==> src/rtl/network_rbfu_in_pkg.sv <==
// Shared configuration for the RBFU read-side crossbar: lane count, word and select widths.
// Lane i of any packed bus lives at [i*W +: W].
package network_rbfu_in_pkg;

  localparam int unsigned PairsCfg     = 2;
  localparam int unsigned DataWidthCfg = 12;
  localparam int unsigned MapCfg       = 2;
  localparam int unsigned NLanesCfg    = 2 * PairsCfg;
  localparam int unsigned RdLatCfg     = 1;

endpackage

==> src/rtl/rbfu_sel_delay.sv <==
// Delay line carrying {valid, select bus} to line up with bank read latency.
// flush_i clears only the valid bits; select data keeps shifting.
module rbfu_sel_delay #(
  parameter int unsigned Depth = 1,
  parameter int unsigned W     = 8
) (
  input  logic         clk_i,
  input  logic         rst_ni,
  input  logic         flush_i,
  input  logic         vld_i,
  input  logic [W-1:0] sel_i,
  output logic         vld_o,
  output logic [W-1:0] sel_o
);

  logic [Depth-1:0]        vld_q;
  logic [Depth-1:0][W-1:0] sel_q;

  always_ff @(posedge clk_i or negedge rst_ni) begin
    if (!rst_ni) begin
      vld_q <= '0;
      sel_q <= '0;
    end else begin
      vld_q[0] <= vld_i & ~flush_i;
      sel_q[0] <= sel_i;
      for (int unsigned k = 1; k < Depth; k++) begin
        vld_q[k] <= vld_q[k-1] & ~flush_i;
        sel_q[k] <= sel_q[k-1];
      end
    end
  end

  assign vld_o = vld_q[Depth-1];
  assign sel_o = sel_q[Depth-1];

endmodule

==> src/rtl/network_rbfu_in.sv <==
// Bank-to-RBFU read crossbar: out lane i takes bank word sel[i], registered with a valid flag.
// Define RBFU_IN_PERM_CHECK_EN to build the sticky select-conflict detector (perm_err_o).
module network_rbfu_in
  import network_rbfu_in_pkg::*;
#(
  parameter int unsigned NLanes    = NLanesCfg,
  parameter int unsigned DataWidth = DataWidthCfg,
  parameter int unsigned SelW      = MapCfg,
  parameter int unsigned RdLat     = RdLatCfg
) (
  input  logic                        clk_i,
  input  logic                        rst_ni,
  input  logic                        flush_i,
  input  logic                        issue_valid_i,
  input  logic [NLanes*SelW-1:0]      sel_ai_bus_i,
  input  logic [NLanes*DataWidth-1:0] d_out_bus_i,
  output logic [NLanes*DataWidth-1:0] bf_in_bus_o,
  output logic                        bf_in_valid_o,
  output logic                        perm_err_o
);

  localparam int unsigned SelBusW  = NLanes * SelW;
  localparam int unsigned DataBusW = NLanes * DataWidth;

  logic [SelBusW-1:0]  sel_d;
  logic                vld_d;
  logic [DataBusW-1:0] routed;
  logic [DataBusW-1:0] bf_in_bus_q;
  logic                bf_in_valid_q;

  rbfu_sel_delay #(
    .Depth (RdLat),
    .W     (SelBusW)
  ) u_sel_delay (
    .clk_i   (clk_i),
    .rst_ni  (rst_ni),
    .flush_i (flush_i),
    .vld_i   (issue_valid_i),
    .sel_i   (sel_ai_bus_i),
    .vld_o   (vld_d),
    .sel_o   (sel_d)
  );

  // Out-of-range selects route a zero word rather than wrapping.
  always_comb begin
    routed = '0;
    for (int unsigned i = 0; i < NLanes; i++) begin
      if (32'(sel_d[i*SelW +: SelW]) < NLanes) begin
        routed[i*DataWidth +: DataWidth] =
          d_out_bus_i[32'(sel_d[i*SelW +: SelW])*DataWidth +: DataWidth];
      end
    end
  end

  always_ff @(posedge clk_i or negedge rst_ni) begin
    if (!rst_ni) begin
      bf_in_bus_q   <= '0;
      bf_in_valid_q <= 1'b0;
    end else begin
      bf_in_bus_q   <= routed;
      bf_in_valid_q <= vld_d & ~flush_i;
    end
  end

  assign bf_in_bus_o   = bf_in_bus_q;
  assign bf_in_valid_o = bf_in_valid_q;

`ifdef RBFU_IN_PERM_CHECK_EN
  logic conflict;
  logic perm_err_d, perm_err_q;

  always_comb begin
    conflict = 1'b0;
    for (int unsigned i = 0; i < NLanes; i++) begin
      if (32'(sel_d[i*SelW +: SelW]) >= NLanes) begin
        conflict = 1'b1;
      end
      for (int unsigned j = i + 1; j < NLanes; j++) begin
        if (sel_d[i*SelW +: SelW] == sel_d[j*SelW +: SelW]) begin
          conflict = 1'b1;
        end
      end
    end
  end

  always_comb begin
    perm_err_d = perm_err_q | (vld_d & conflict);
    if (flush_i) begin
      perm_err_d = 1'b0;
    end
  end

  always_ff @(posedge clk_i or negedge rst_ni) begin
    if (!rst_ni) begin
      perm_err_q <= 1'b0;
    end else begin
      perm_err_q <= perm_err_d;
    end
  end

  assign perm_err_o = perm_err_q;
`else
  assign perm_err_o = 1'b0;
`endif

endmodule

==> config.mk <==
export PLATFORM = sky130hd
export DESIGN_NAME = network_rbfu_in
export DESIGN_NICKNAME = d
export VERILOG_FILES = /design/src/rtl/network_rbfu_in_pkg.sv /design/src/rtl/rbfu_sel_delay.sv /design/src/rtl/network_rbfu_in.sv
export SDC_FILE = /design/constraint.sdc
export NUM_CORES = 1
export LEC_CHECK = 0
export CAP_MARGIN = 10
export CORE_UTILIZATION = 40
export DETAILED_ROUTE_END_ITERATION = 7
export PLACE_DENSITY_LB_ADDON = 0.05
export SLEW_MARGIN = 20
export SYNTH_ARGS = -nofsm -noshare
export SYNTH_HDL_FRONTEND = slang
export SYNTH_HIERARCHICAL = 1
export SYNTH_SLANG_ARGS = --single-unit
export TNS_END_PERCENT = 100
==> constraint.sdc <==
create_clock -name clk_i -period 1.55 [get_ports clk_i]
set_clock_uncertainty 0.15 [all_clocks]
set_input_delay 0.31 -clock clk_i [delete_from_list [all_inputs] [get_ports clk_i]]
set_output_delay 0.31 -clock clk_i [all_outputs]
set_load 0.02 [all_outputs]
==> results.txt, run 1 <==
The worst setup path is launched from a register. The least setup slack across all paths after layout came out at between 70 and 80 ps. The buffer type at the clock tree root is clkbuf_8. In this design, the largest share of critical-path delay is due to flip-flops. The clock buffer count from CTS is 9. The combined area of all synthesized cells came out at 2660 um^2.

The setup slack after placement came out at -44.4 ps. The endpoint class of the critical path is an output port. During I/O placement, the number of pins put on the boundary was 110.

The post-detailed-route count of antenna-violating nets came out at 0. The number of vias after detailed routing is ~1800. The floorplan step set the die height to around 84 um. The count of final setup violators is 0. When the netlist entered floorplanning its net count stood at 178. On the critical path, the stage with the largest delay is an instance of dfrtp_1. The total routed wirelength is 6770 um. From synthesis to final layout, the design area changed by 50.6%. The number of iterations in the first detailed-routing pass is 4. The worst hold margin came out at roughly 280 ps. The row count came out at 29. Setup repair after global routing left no endpoint under its margin.

The classification of the worst-slack hold path is in -> reg. The part of the Yosys area used for sequential elements is about 55%. The timing-limited maximum frequency is approximately 680 MHz. Global routing finished with a remaining overflow of 0. The via count of the first global-routing pass came out at ~2000. The count of distinct cell types in the synthesized netlist came out at 9. By area the synthesized netlist is led by dfrtp_1 55%, mux4_2 34%, mux4_1 7.9%, buf_6 1.7%, buf_2 0.75%. The clock-pin slew of the registers on the worst-case setup and hold paths came out at roughly 60 ps.

The number of I/O port buffers came out at between 100 and 150. The number of register bits inferred by synthesis came out at between 50 and 60. The proportion of layout cells with a drive suffix above 1 came out at approximately 28%.

The initial DRC count is 50. The post-synthesis cell type with the largest combined area is dfrtp_1. The area of the die is ~7000 um^2. The floorplan step set the die width to ~84 um. The final count of pins violating max slew is 0.

The wire length of the first global-routing pass came out at between 10000 and 15000 um. The count of placed standard cells in the final layout, fillers left out is approximately 320. TritonCTS built the clock tree. The total instance count after detailed placement came out at approximately 300.

The data required time at the worst endpoint came out at about 1100 ps. The diode insertion count for antenna repair came out at 0. The count of filler cells inserted in the layout came out at ~500. After detailed routing, the number of vias per cell comes to ~5.5. The met1 usage in global routing is a little under a quarter. The number of warnings issued by yosys came out at 6. met2 is the most crowded layer. The final-report hold violation count came out at 0.

The final critical-path required period came out at 1480 ps. The peak ir drop on the vdd network came out at between 0.5 and 0.6 mV. The number of standard cells after synthesis is ~120. The number of clock sinks came out at 58.

The number of remaining DRC errors is 0. The share of the cycle needed by the critical path after routing came out at 95.4%. The overall fraction of global-route tracks in use came out at between 20% and 30%. The number of H-tree levels is 3.

In this run the mean area of a mapped cell was around 23 um^2. In the global route stage, met2 resource usage came out at 38.2%. The initial utilization of the core area, before any placement, comes to a little over two fifths. In this design, the stage delay of the slowest critical-path cell is roughly 380 ps. The placeable core area is between 6000 and 7000 um^2. The critical path class is reg -> out. The routability-driven placement congestion ratio came out at about 0.75. The analysis attributes to cell leakage a power of roughly 1.7 nW. The total negative slack for setup checks is 0 ps. For this run, global-route usage on met3 was measured as approximately 4.6%. The clock network latency to the later pin of the worst-skew pair is 320 ps. The maximum buffer depth of the clock tree came out at 2. Traced cell by cell, the critical path runs through dlygate4sd2_1.

Entering global routing, the biggest net connects 59 pins. The count of buffer and inverter cells on the critical path is 1. The initial antenna violation count came out at 0. The detailed-route wire length per cell is 21.0 um. The maximum fanout along the worst path came out at 1. The flow ran to the end, and the final reports show no timing, DRC or antenna violations.

For this run, the post-layout net count is 304. The proportion of netlist area held by the largest area contributor came out at 54.6%. The number of max-capacitance violations reported is 0.

The ratio of total power to cell area came out at between 900 and 1000 nW/um^2. For the worst setup path, the data arrival time is about 1000 ps.
flip-flops by register name (all words and copies together) (netlist names):
signal / count
bf_in_bus_o: 48
bf_in_valid_o: 1
u_sel_delay/sel_o: 8
u_sel_delay/vld_o: 1
Yosys cell counts, drive strengths merged:
cell	n
dfrtp	58
buf	9
conb	1
nor2b	2
mux4	48
cell usage in the layout (no fill, tap or decap):
master	Yosys	routed
dfrtp_1	58	58
clkdlybuf4s50_1	0	58
dlygate4sd2_1	0	49
mux4_2	40	40
buf_4	1	13
clkbuf_8	0	11
mux4_1	8	8
clkbuf_1	0	2
buf_12	0	2
nor2b_1	1	1
conb_1	1	1
dlygate4sd3_1	0	1
buf_2	4	1
nor2b_4	1	1
where the power goes:
part | switching, mW | internal [mW] | leakage [nW] | total, mW
clock network | 0.520 | 0.642 | 0.0815 | 1.16
registers | 0.0384 | 1.65 | 0.679 | 1.69
logic | 0.422 | 0.477 | 0.928 | 0.899
cell families (layout without fill, tap and decap cells):
logic type / Yosys count / after routing / share of synthesized area [%]
buffers and inverters: 9 / 137 / 2.73
flip-flops: 58 / 58 / 54.6
multiplexers: 48 / 48 / 41.8
other: 1 / 1 / 0.141
AND/OR/NAND/NOR: 2 / 2 / 0.753
per-stage QoR:
| step | util, % | power (mW) | cell area [um^2] |
|---|---|---|---|
| floorplan | - | 2.16 | 2660 |
| global placement | 61.0 | 2.70 | 3900 |
| detailed placement | 61.0 | 2.72 | 3900 |
| CTS | 62.7 | 3.80 | 4000 |
| global route | 62.7 | 3.92 | 4000 |
| finish | 62.7 | 3.75 | 4000 |
layout make-up:
cell class | count | area (um^2) | share of cell area (%)
multi-input cells | 51 | 1130 | 28.3
well taps | 77 | 96.3 | 2.41
flip-flops and latches | 58 | 1450 | 36.2
clock buffers | 13 | 159 | 3.97
repair buffers | 124 | 1160 | 29.0
routing by layer:
metal / vias up / routed length [um]
li1: 754 / -
met1: 935 / 2440
met2: 78 / 3860
met3: 12 / 384
met4: 0 / 80
met5: - / 0
worst paths after layout:
kind | to | depth (start not counted) | start | slack, ps
min in group asynchronous | u_sel_delay/vld_o | 3 | rst_ni | 360
worst max register to register | bf_in_bus_o[16] | 2 | u_sel_delay/sel_o[2] | 90
max in group asynchronous | u_sel_delay/sel_o[3] | 3 | rst_ni | 620
worst max-delay path | bf_in_bus_o[32] | 1 | bf_in_bus_o[32] | 70
worst min-delay path | u_sel_delay/sel_o[2] | 1 | sel_ai_bus_i[2] | 280
worst min register to register | bf_in_valid_o | 1 | u_sel_delay/vld_o | 320
what timing repair did:
item                       in CTS  in global routing
gates resized for setup        49                  0
hold buffers                    1                  0
buffers inserted                0                  0
setup endpoints to repair      49                  0
hold endpoints to repair       58                  0
Power figures use the tool's default switching activity.
==> inputs of run 2 (changes only) <==
--- a/config.mk
+++ b/config.mk
@@ -5,13 +5,15 @@
 export SDC_FILE = /design/constraint.sdc
 export NUM_CORES = 1
 export LEC_CHECK = 0
+export ABC_AREA = 1
 export CAP_MARGIN = 10
-export CORE_UTILIZATION = 40
+export CELL_PAD_IN_SITES_DETAIL_PLACEMENT = 0
+export CELL_PAD_IN_SITES_GLOBAL_PLACEMENT = 2
+export CORE_UTILIZATION = 24
 export DETAILED_ROUTE_END_ITERATION = 7
 export PLACE_DENSITY_LB_ADDON = 0.05
 export SLEW_MARGIN = 20
 export SYNTH_ARGS = -nofsm -noshare
 export SYNTH_HDL_FRONTEND = slang
-export SYNTH_HIERARCHICAL = 1
 export SYNTH_SLANG_ARGS = --single-unit
 export TNS_END_PERCENT = 100
==> run 2 against run 1 <==
Clock-buffer cell count unchanged. Largest power group is now the clock network. Global-route usage decreased by 3.0 points. Non-clock buffer count increased by 3. Critical endpoint is now bf_in_bus_o[14]. Fmax decreased by 1.2%. Final cell count increased by 140%. Flip-flop and latch count unchanged. Routed wire length increased by 81%. Die area increased by 100%. Sequential share of layout area decreased by 5.6 points. Worst hold slack got worse by 16 ps. Critical path depth unchanged. Cell area increased by 18%.
==> results.txt, run 2 <==
The total global routing overflow came out at 0. Traced cell by cell, the critical path runs through dlygate4sd2_1. The number of H-tree levels came out at 3. The worst setup path is launched from a register. The post-detailed-route count of antenna-violating nets is 0. The detailed-route wire length per cell came out at approximately 16 um. The cell leakage power is about 2.5 nW.

The share of flip-flops with an asynchronous set or reset after synthesis came out at between 90% and 100%. The number of warnings issued by yosys is 0. The total routed wirelength came out at 12300 um. The number of remaining DRC errors is 0. The diode insertion count for antenna repair came out at 0. The top cell types in the final layout, fill and taps aside, are 240 x nand2_1, 96 x nand3_1, 58 x dfrtp_1, 58 x clkdlybuf4s50_1, 54 x inv_1. STA classifies the critical path endpoint as an output port. The ratio of total power to cell area came out at 962 nW/um^2.

The count of final setup violators came out at 0. The number of iterations in the first detailed-routing pass is 4. The number of cells on the worst reg-to-reg path is 4. The CTS tree is yes. Compared with the post-synthesis result, the final layout area differs by 42.7%. The initial antenna violation count was 0. nand2_1 is the most common cell in the netlist. The initial cell density of the core is between 20% and 30%. The filler cells instantiated in the layout total 1440.

After clock tree synthesis, the clock-pin slew on the worst setup and hold paths is approximately 50 ps. The timing-limited maximum frequency is 668 MHz. The die width came out at ~120 um. The count of buffer and inverter cells on the critical path came out at 1. The number of flops mapped to enable cells by yosys came out at 0. The peak ir drop on the vdd network is about 0.40 mV. The largest net degree at the start of global routing came out at between 50 and 60. The number of clock sinks came out at just under 60. dfrtp_1 takes more of the synthesized area than any other cell. The first routing iteration left between 150 and 200 violations. The overall fraction of global-route tracks in use came out at ~18%. Setup repair after global routing left no endpoint under its margin. By startpoint and endpoint, the worst setup path is classified as reg -> out. Buffers placed on the I/O ports in this run total ~110.

The flip-flop cell with the highest count after synthesis is dfrtp_1. By count the netlist is led by 240 x nand2_1, 96 x nand3_1, 58 x dfrtp_1, 54 x inv_1, 12 x buf_6. The cell family contributing the most delay on the critical path is flip-flops. The wire length of the first global-routing pass came out at 19000 um. The clock network latency to the later pin of the worst-skew pair came out at 340 ps. At the worst endpoint, the required time is ~1100 ps. In this run the worst hold path is classified as in -> reg. The arrival time at the worst endpoint came out at around 1000 ps.

The vias per cell is 4.33. Subtracting the final worst setup slack from the clock period gives between 1000 and 1500 ps. The number of max-capacitance violations reported is 0. The maximum buffer depth of the clock tree is 2. The final core utilization came out at between 30% and 40%. The buffer type at the clock tree root is clkbuf_16. The placeable core area came out at 13300 um^2.

The number of I/O pins is 110. The flip-flop count of the largest register after layout came out at between 40 and 50. When the netlist entered floorplanning its net count stood at 544. The final-report hold violation count is 0. The final count of pins violating max slew is 0. The number of cells on the critical path came out at 1. The most frequent standard cell in the layout excluding fill and tap cells is nand2_1. The floorplan has 42 rows. The final HPWL from detailed placement came out at between 8000 and 9000 um. The cell count after synthesis came out at around 480. The total negative slack for setup checks came out at 0 ps. On the worst path, the slowest cell contributes a delay of between 300 and 400 ps.

The area of the die is approximately 14000 um^2. The combined area of all synthesized cells is roughly 3300 um^2. The clock buffer count from CTS came out at 9.

The proportion of netlist area held by the largest area contributor came out at 43.8%. Of the synthesized area, sequential elements account for a little over two fifths. The number of vias after detailed routing came out at around 3400. The number of nets in the final layout is around 650. The congestion estimate from routability-driven global placement came to ~0.75. The count of distinct cell types in the synthesized netlist is 10. The slowest stage of the critical path is the dfrtp_1 cell. The average cell area after synthesis came out at between 6 and 7 um^2.

The maximum fanout along the worst path came out at 1. By area the synthesized netlist is led by dfrtp_1 44%, nand2_1 27%, nand3_1 14%, inv_1 6.1%, buf_6 4.1%. The via count of the first global-routing pass is between 3000 and 4000.

The hold-critical path depth is 1. Cells with a size suffix above 1 make up 6.02% of the layout. The vertical die dimension is 120 um. The share of the cycle needed by the critical path after routing is 96.6%. After synthesis the netlist holds a flip-flop and latch count of a little under 60. The flow ran to the end, and the final reports show no timing, DRC or antenna violations.
-- run 2: cell count changes after synthesis, sizes merged --
| cell | change |
|---|---|
| nand2 | +240 |
| nand3 | +96 |
| inv | +58 |
| mux4 | -48 |
| buf | +20 |
| nor2 | +2 |
| nor2b | -2 |
-- run 2: path summary, 6_finish.rpt --
| path | endpoint | slack (ps) | start |
|---|---|---|---|
| worst min register to register | bf_in_valid_o | 320 | u_sel_delay.vld_o |
| max in group asynchronous | bf_in_bus_o[3] | 620 | rst_ni |
| worst max-delay path | bf_in_bus_o[14] | 50 | bf_in_bus_o[14] |
| worst max register to register | bf_in_bus_o[31] | 190 | u_sel_delay.sel_o[5] |
| worst min-delay path | u_sel_delay.sel_o[5] | 270 | sel_ai_bus_i[5] |
| min in group asynchronous | bf_in_bus_o[21] | 360 | rst_ni |
-- run 2: worst register-to-register path: stages (launching register included) --
cell and delay [ps]:
dfrtp_1 600, inv_1 80, buf_4 220, nand3_1 130, nand2_1 70
-- run 2: cell type report --
cell class	count	area, um^2	share of cell area (%)
Clock inverter	3	15.0	0.317
Sequential cell	58	1450	30.7
Inverter	58	228	4.81
Timing Repair Buffer	127	1170	24.8
Multi-Input combinational cell	339	1390	29.4
Tap cell	176	220	4.66
Clock buffer	13	250	5.29
-- run 2: kinds of logic after synthesis --
logic type	synth area share [%]
buf+inv	14.2
flops	43.8
other cells	0.113
simple gates	41.9
-- run 2: metal layers --
| metal | GRT usage [%] | up-vias | part of all wire (%) |
|---|---|---|---|
| li1 | - | 1688 | - |
| met1 | 24.7 | 1537 | 48 |
| met2 | 27.4 | 111 | 44 |
| met3 | 3.42 | 18 | 5.6 |
| met4 | 9.38 | 0 | 2.2 |
| met5 | 0 | - | 0 |
-- run 2: stage by stage --
step / setup WS (ps) / hold slack (ps) / power [mW] / std cells / area (um^2)
global placement: 130 / 190 / 2.86 / 757 / 4520
finish: 53.0 / 265 / 4.55 / 774 / 4730
global route: 29.0 / 262 / 4.81 / 774 / 4730
CTS: 34.2 / 256 / 4.62 / 774 / 4730
detailed placement: 142 / 198 / 2.87 / 757 / 4520
floorplan: 472 / -136 / 2.30 / 484 / 3310
-- run 2: timing repair --
item | 4_1_cts | 5_1_grt
endpoints found under the setup margin | 49 | 0
resized for setup | 49 | 0
endpoints found under the hold margin | 58 | 0
buffers inserted | 0 | 0
hold buffers | 1 | 0
-- run 2: power breakdown --
part	total (mW)	switching [mW]	internal, mW
sequential	1.70	0.0508	1.65
combinational	1.04	0.624	0.413
clock	1.81	0.697	1.12
==> inputs of run 3 (changes only) <==
--- a/config.mk
+++ b/config.mk
@@ -6,12 +6,14 @@
 export NUM_CORES = 1
 export LEC_CHECK = 0
 export ABC_AREA = 1
-export CAP_MARGIN = 10
+export CAP_MARGIN = 0
 export CELL_PAD_IN_SITES_DETAIL_PLACEMENT = 0
 export CELL_PAD_IN_SITES_GLOBAL_PLACEMENT = 2
 export CORE_UTILIZATION = 24
 export DETAILED_ROUTE_END_ITERATION = 7
 export PLACE_DENSITY_LB_ADDON = 0.05
+export RECOVER_POWER = 25
+export SETUP_SLACK_MARGIN = 0.05
 export SLEW_MARGIN = 20
 export SYNTH_ARGS = -nofsm -noshare
 export SYNTH_HDL_FRONTEND = slang
==> run 3 against run 2 <==
Flip-flop and latch count did not move. Routed wire length barely moved. Register-to-register slack barely moved. Highest routed layer unchanged. Final cell count did not move. Non-clock buffer count did not move. Cell area rose by 0.24%. Fmax rose by 1.2%.
==> results.txt, run 3 (synthesis gave the netlist of run 2 again) <==
The total negative slack for setup checks came out at 0 ps. TritonCTS built the clock tree. The setup path with the least slack is of type reg -> out.

The wire length of the first global-routing pass came out at roughly 19000 um. The congestion estimate from routability-driven global placement came to 0.752. The initial cell density of the core came out at 24.8%. Across the VDD grid, the largest voltage drop is 0.398 mV. In the routed design, unresolved DRC markers number 0. The worst setup path is launched from a register. In the final routed layout, each cell accounts on average for 15.8 um. The area of the die came out at ~14000 um^2. The clock network latency to the later pin of the worst-skew pair came out at ~340 ps.

The top routing layer in use is met4. The count of buffer and inverter cells on the critical path came out at 1. The ratio of total power to cell area came out at between 900 and 1000 nW/um^2. In this run the count of I/O pins placed on the die edge is 110. The placement-stage cell area came out at about 4500 um^2. Detailed routing placed a total of between 5000 and 6000 um of wire on met2.

The data required time at the worst endpoint is ~1100 ps. The timing-limited maximum frequency came out at ~680 MHz. For this block, wires on met1 add up to 5930 um. The number of buffers inserted to repair setup after CTS is 0. The gate family responsible for the most delay along the worst path is flip-flops. The first detailed-routing pass ran for 4 iterations. The number of H-tree levels came out at 3. The cell leakage power is about 2.5 nW. Across all layers, the routed design uses 3377 vias. The signal on the critical path passes through dlygate4sd2_1. The die width is approximately 120 um. The final cell area excluding filler cells is between 4000 and 5000 um^2. The number of nets in the final layout came out at approximately 650.

The flip-flop count of the largest register after layout is 48. The final critical-path required period is about 1500 ps. The least setup slack across all paths after layout came out at 70.7 ps. The initial antenna violation count is 0.

The reg-to-reg critical path startpoint is u_sel_delay.sel_o[5]. Leaving out fill and tap cells, the most frequent cell in the layout is nand2_1. The most critical setup path has its startpoint at bf_in_bus_o[7]. The row count is 42. The highest-delay cell along the critical path is dfrtp_1. The share of the cycle needed by the critical path after routing came out at between 90% and 100%.

The total routed wirelength came out at roughly 12000 um. The peak per-stage delay on the critical path is 360 ps. The vertical die dimension came out at ~120 um.

The via count of the first global-routing pass is approximately 3300. The total met3 wirelength after detailed routing came out at about 650 um. Dividing the detail-routed via count by the number of cells gives roughly 4.4. The post-detailed-route count of antenna-violating nets is 0.

The clock-pin slew of the registers on the worst-case setup and hold paths is around 50 ps. Global routing used between 10% and 20% of the available tracks. The largest net degree at the start of global routing is just under 60. The count of final setup violators is 0.

The total global routing overflow is 0. The number of I/O port buffers is 108. In the layout the commonest cells are 240 x nand2_1, 96 x nand3_1, 58 x dfrtp_1. The worst hold path belongs to the class reg -> reg. The final HPWL from detailed placement is just over 8000 um. Counting the buffers created by CTS gives 9.

The area growth from synthesis to layout came out at 43.0%. The maximum buffer depth of the clock tree is 2. The final count of pins violating max slew is 0.

The number of antenna diodes in the final layout is 0. The initial DRC count came out at 197. The worst setup path is captured at an output port. At the worst endpoint, the arrival time is roughly 1000 ps.

Setup repair after global routing left no endpoint under its margin. The critical hold path startpoint is u_sel_delay.vld_o. The run finished with clean final reports. The number of max-capacitance violations reported is 0. The worst-case register-to-register setup slack came out at about 190 ps. The clock net in this run drives a total of 58 sinks. The cell sitting at the root of the clock tree is a clkbuf_16. In this run the worst path has a maximum fanout of 1. The setup slack after placement is between 100 and 150 ps. The placeable core area is 13300 um^2. The final-report hold violation count came out at 0.

The proportion of layout cells with a drive suffix above 1 is under 10%.
==> run 3: through the flow <==
step | power, mW | hold WS, ps | utilization, % | cells
2_1_floorplan | 2.30 | -136 | - | 484
3_3_place_gp | 2.86 | 190 | 33.8 | 757
3_5_place_dp | 2.87 | 198 | 33.8 | 757
4_1_cts | 4.62 | 256 | 35.4 | 774
5_1_grt | 4.81 | 337 | 35.5 | 774
6_report | 4.55 | 317 | 35.5 | 774
==> run 3: path summary, 6_finish.rpt <==
kind / end / depth (start not counted)
max: bf_in_bus_o[7] / 1
max in group asynchronous: bf_in_bus_o[3] / 3
max reg2reg: bf_in_bus_o[31] / 4
min in group asynchronous: bf_in_bus_o[21] / 3
min: bf_in_valid_o / 2
min reg2reg: bf_in_valid_o / 2
==> run 3: area by class of cell <==
cell class / instances / area, um^2
multi-input cells: 339 / 1390
fillers: 1432 / 8610
clock inverters: 3 / 15.0
inverters: 58 / 228
repair buffers: 127 / 1180
flip-flops and latches: 58 / 1450
clock buffers: 13 / 250
well taps: 176 / 220
==> run 3: timing repair <==
item                                   in CTS  in global routing
hold buffers                                1                  0
gates resized for setup                    50                  9
endpoints found under the hold margin      58                  0
setup endpoints to repair                  49                  9
==> run 3: routing by layer <==
metal,track usage [%],vias up
li1,-,1688
met1,24.7,1573
met2,27.4,100
met3,3.42,16
met4,9.38,0
met5,0,-
==> run 3: where the power goes <==
group | internal, mW | switching [mW]
logic | 0.414 | 0.624
clock network | 1.12 | 0.700
registers | 1.65 | 0.0518
